## config.mk

```make
export PLATFORM = sky130hd
export DESIGN_NAME = fetch_unit
export DESIGN_NICKNAME = d
export VERILOG_FILES = /design/src/rtl/fetch_unit.sv
export SDC_FILE = /design/constraint.sdc
export NUM_CORES = 1
export LEC_CHECK = 0
export CELL_PAD_IN_SITES_DETAIL_PLACEMENT = 0
export CELL_PAD_IN_SITES_GLOBAL_PLACEMENT = 1
export CORE_UTILIZATION = 31
export CTS_CLUSTER_SIZE = 20
export DETAILED_ROUTE_END_ITERATION = 12
export PLACE_DENSITY_LB_ADDON = 0.1
export RECOVER_POWER = 25
export SLEW_MARGIN = 20
export SYNTH_ARGS = -nofsm -noshare
export SYNTH_HDL_FRONTEND = slang
export SYNTH_SLANG_ARGS = --single-unit
```

## constraint.sdc

```tcl
create_clock -name clk -period 1.6 [get_ports clk]
set_input_delay 0.32 -clock clk [delete_from_list [all_inputs] [get_ports clk]]
set_output_delay 0.32 -clock clk [all_outputs]
set_load 0.02 [all_outputs]
```

## src/rtl/fetch_unit.sv

```systemverilog
// fetch_unit: PC holder fetching one word over req/ack and handing it to decode over valid/ready
`ifndef OPCODE_HCF
`define OPCODE_HCF 4'hF
`endif
module fetch_unit #(
  parameter int ADDR_WIDTH = 8,
  parameter int INSTR_WIDTH = 16,
  parameter logic [ADDR_WIDTH-1:0] RESET_PC = '0,
  parameter logic [3:0] HCF_OPCODE = `OPCODE_HCF
) (
  input  logic                   clk,
  input  logic                   rst_n,
  input  logic                   run,
  output logic                   imem_req,
  output logic [ADDR_WIDTH-1:0]  imem_addr,
  input  logic                   imem_ack,
  input  logic [INSTR_WIDTH-1:0] imem_rdata,
  output logic                   instr_valid,
  input  logic                   instr_ready,
  output logic [INSTR_WIDTH-1:0] instr,
  output logic [3:0]             opcode,
  output logic [ADDR_WIDTH-1:0]  instr_pc,
  output logic                   halted,
  output logic [15:0]            fetch_count
);
  typedef enum logic [1:0] {IDLE, FETCH, HOLD, HALT} state_t;
  state_t state;
  logic [ADDR_WIDTH-1:0] pc;
  assign imem_req = state == FETCH;
  assign instr_valid = state == HOLD;
  assign halted = state == HALT;
  assign imem_addr = pc;
  assign opcode = instr[INSTR_WIDTH-1 -: 4];
  always_ff @(posedge clk) begin
    if (!rst_n) begin
      state <= IDLE;
      pc <= RESET_PC;
      instr <= '0;
      instr_pc <= '0;
      fetch_count <= '0;
    end else begin
      case (state)
        IDLE: state <= run ? FETCH : IDLE;
        FETCH: if (imem_ack) begin
          instr <= imem_rdata;
          instr_pc <= pc;
          pc <= pc + ADDR_WIDTH'(1);
          state <= HOLD;
        end
        HOLD: if (instr_ready) begin
          fetch_count <= fetch_count + 16'd1;
          state <= (opcode == HCF_OPCODE) ? HALT : run ? FETCH : IDLE;
        end
        default: state <= HALT;
      endcase
    end
  end
endmodule

```

### After elaboration in Yosys (flattened, before gate mapping)

Cells that the tools add are included.

* word-level logic and storage cells: 22
* register bits: 50

* eq/ne operators: 6
* reduce and logical (&&, ||, !) cells: 4
* add/subtract/negate cells: 2
* multiplexer cells: 5

Operator list (number)
* adder 16 x 1 -> 16 bit (second input constant): 1
* adder 8 x 1 -> 8 bit (second input constant): 1
* 2-to-1 mux 2 bit: 3
* case mux 2 bit (3 select lines): 1
* AND reduction 2 bit: 3
* == test 2 bit (second input constant): 2
* == test 4 bit (second input constant): 1
* inequality test 2 x 1 -> 1 bit (second input constant): 2
* == test 2 x 1 -> 1 bit (second input constant): 1
* logical NOT 2 bit: 1
* 2-to-1 mux 1 bit: 1

### Logic depth before layout (Yosys ltp)

* depth in word-level cells: 4
* depth in mapped cells: 6

### Worst setup path after synthesis

OpenSTA, ideal clock, no wires.

* path kind: reg-to-reg
* from: register fetch_count[0]
* to: register fetch_count[14]
* setup slack: 0.006 ns
* arrival time: 1.523 ns
* clock period less this slack: 1.594 ns
* buffers on the path: 0
* stages on the path, launching flop included: 5
* path through: dfxtp_1 ha_1 nand4b_2 or4_1 a21oi_1

* word-level cells in the longest chain between the ends: 1

Ends and longest elaborated chain
* from (decl): RTL line 24 `output logic [15:0] fetch_count`
* from (signal assigned): RTL line 51 `fetch_count <= fetch_count + 16'd1;`
* adder 16 x 1 -> 16 bit: RTL line 51

Every way passes these cells.
A chain may end at the register's enable or synchronous reset.

### Final worst setup path

* from: register instr_pc[0]
* to: output instr_pc[0]

RTL lines
* from (decl): RTL line 22 `output logic [ADDR_WIDTH-1:0] instr_pc,`
* from (signal assigned): RTL line 46 `instr_pc <= pc;`

No word-level cell between the ends.

==> impl_metrics.json <==
{
  "status": "finished clean",
  "r2r_cells": 4,
  "fin_nets": 360,
  "synth-seq-cells": 50,
  "cp.depth": 1,
  "cp.arrival_ps": 1240,
  "peakVddDrop_mv": 0.3326,
  "top_layer": "met4",
  "clock_path_buffers": 2,
  "max_slew_margin": 0.7258,
  "route.met3.wl_um": 325,
  "grt_pass1_wl_um": 8611,
  "cp_top_family": "buffers and inverters",
  "ys.flop_type": "dfxtp_1",
  "grt_pass1_vias": 1816,
  "cts_tree": "yes",
  "syn2layout_area_growth_pct": 44.32,
  "netSwitchingPower_mw": 0.5266,
  "tightest_slew_ps": 411.3,
  "final_layout_size_suffix_gt1_frac": 0.1246,
  "maxSlewViolCount": 0,
  "p_int_mw": 1.674,
  "wire_per_inst_um": 12.66,
  "cp.required_ps": 1280,
  "period_minus_slack_ps": 1559,
  "vias_per_cell": 4.717,
  "die_x_um": 83.71,
  "clockRootBuffer": "clkbuf_8",
  "finClkSkew_ps": 6.427,
  "initial_core_util": 0.3241,
  "die_h_um": 83.71,
  "power.clock.fraction": 0.320,
  "power.total_mw": 2.200,
  "final_cell_mix": "nand2_1, dfxtp_1, a21oi_1",
  "powerDensity_nw_per_um2": 736.7,
  "setup_ws_ps": 41.23,
  "drt_wl_total_um": 5241,
  "ioPinCount": 76,
  "synth_cell_type_count": 37,
  "insertion_delay_ps": 300,
  "synth_cells": 248,
  "core-area_sq_um": 6386,
  "cp-end-kind": "output pin",
  "floorplan.die_area_sq_um": 7007,
  "firstDrtPassIters": 4,
  "worstPathMaxFanout": 2,
  "critPathLaunchType": "flop",
  "seqPwrFrac": 0.580,
  "grtUsageTotal": 0.1531,
  "synthArstFlopShare": 0,
  "dp_hpwl_um": 3656,
  "h-tree-depth": 2,
  "ant_nets": 0,
  "cts_sinks": 50,
  "gp_congestion": 0.7389,
  "hold_path_class": "reg -> reg",
  "maxCapViolCount": 0,
  "dp_cells": 407,
  "p_leak_nw": 1.218,
  "finalSetupViolCount": 0,
  "switching_share": 0.2394,
  "overflow": 0,
  "r2r-end": "fetch_count[15]",
  "instances_no_fill": 414,
  "io_buffer_count": 75,
  "critPathKind": "reg -> out",
  "min_to": "instr[2]",
  "setup-tns-final_ps": 0,
  "pwr-share-comb": 0.100,
  "drt-initial-drc-count": 58,
  "synth_enable_flop_cells": 0,
  "n_antenna_cell": 0,
  "cts-hold-fix-buffers": 0,
  "syn_avg_cell_area_sq_um": 8.345,
  "cts_resized": 35,
  "cts.clk_slew.worst_paths_ps": 90,
  "min_period_over_period": 0.9742,
  "fmax_mhz": 641.5,
  "ff2ff_setup_slack_ps": 90,
  "yosysSeqAreaShare": 0.4837,
  "min-delay-start": "instr[2]",
  "grt_antenna_before_repair": 0,
  "yosys_warnings": 0,
  "rows": 29,
  "critPathBufInv": 1,
  "cts_setup_buffers": 0,
  "cp_slowest_cell": "clkdlybuf4s50_1",
  "r2r-start": "state[0]",
  "layout_commonest_cell": "nand2_1",
  "grt_max_degree": 30,
  "dpl_worst_slack_ps": -376.4,
  "drcViolationCount": 0,
  "cts_buffers": 5,
  "path_cells": "clkdlybuf4s50_1",
  "vias": 1953,
  "route.met2.wl_um": 2260,
  "critPathMaxStageDelay_ps": 610,
  "hold_path_depth": 2,
  "grt_setup_unrepaired": "no",
  "synth_area_sq_um": 2069,
  "hold_violations": 0,
  "syn_nets": 271,
  "met1_length_um": 2587
}
-- per-layer routing --
metal  up-vias  GRT usage
li1       1012          -
met1       879     0.2000
met2        55     0.2387
met3         7    0.03956
met4         0    0.06471
met5         -          0
-- area by class of cell --
type / count / area, sq um
Multi-Input combinational cell: 178 / 978.4
Inverter: 3 / 11.26
Fill cell: 697 / 3400
Clock buffer: 7 / 76.32
Timing Repair Buffer: 99 / 813.3
Tap cell: 77 / 96.34
Sequential cell: 50 / 1011
-- power groups by stage --
stage	Combinational [mW]	Sequential, mW	Clock [mW]
detailed placement	0.242	1.31	0
CTS	0.235	1.28	0.743
global route	0.241	1.28	0.798
finish	0.220	1.28	0.703
floorplan	0.0899	1.32	0
global placement	0.242	1.31	0
-- flip-flops by register name, indices dropped and copies added (netlist names) --
name	count
fetch_count	16
instr	16
imem_addr	8
instr_pc	8
state	2
-- worst max path at each step --
stage	start	to	slack [ps]
6_report	instr_pc[0]	instr_pc[0]	40
5_1_grt	instr_pc[0]	instr_pc[0]	0.6
4_1_cts	imem_addr[0]	imem_addr[0]	5
3_5_place_dp	instr_ready	fetch_count[13]	-380
3_3_place_gp	instr_ready	fetch_count[13]	-330
2_1_floorplan	fetch_count[0]	fetch_count[14]	6
-- kinds of logic (layout without fill, tap and decap cells) --
kind of cell,after synthesis,count (layout),share of synthesized area
AND/OR/NAND/NOR,116,116,0.2745
AO/OA/AOI/OAI,45,45,0.1167
flip-flops,50,50,0.4837
XOR/XNOR,14,14,0.05925
multiplexers,1,1,0.004837
buffers and inverters,20,109,0.04897
adder cells (fa/ha/maj),2,2,0.01209
-- synth_stat cells, types with 2 or more instances --
cell type	n	area [sq um]
a21oi_1	34	170.2
and4_1	2	17.52
buf_1	3	11.26
buf_2	3	15.01
buf_4	4	30.03
clkbuf_1	6	22.52
dfxtp_1	50	1001
ha_1	2	25.02
inv_1	3	11.26
nand2_1	58	217.7
nand3_1	5	25.02
nand3b_1	2	15.01
nand4_1	7	43.79
nor2_1	17	63.81
nor2b_1	2	12.51
nor3_1	5	25.02
nor4_1	3	18.77
o21ai_0	6	30.03
o31ai_1	2	15.01
or3_1	5	31.28
xnor2_1	9	78.83
xor2_1	5	43.79
-- per-stage QoR --
stage / util / area (sq um) / hold WS, ps
finish: 0.4677 / 2987 / 456.6
floorplan: - / 2069 / 456.0
global placement: 0.4747 / 3032 / 442.0
CTS: 0.4806 / 3069 / 458.6
global route: 0.4677 / 2987 / 479.6
detailed placement: 0.4747 / 3032 / 445.5
(Power assumes the default switching activity.)
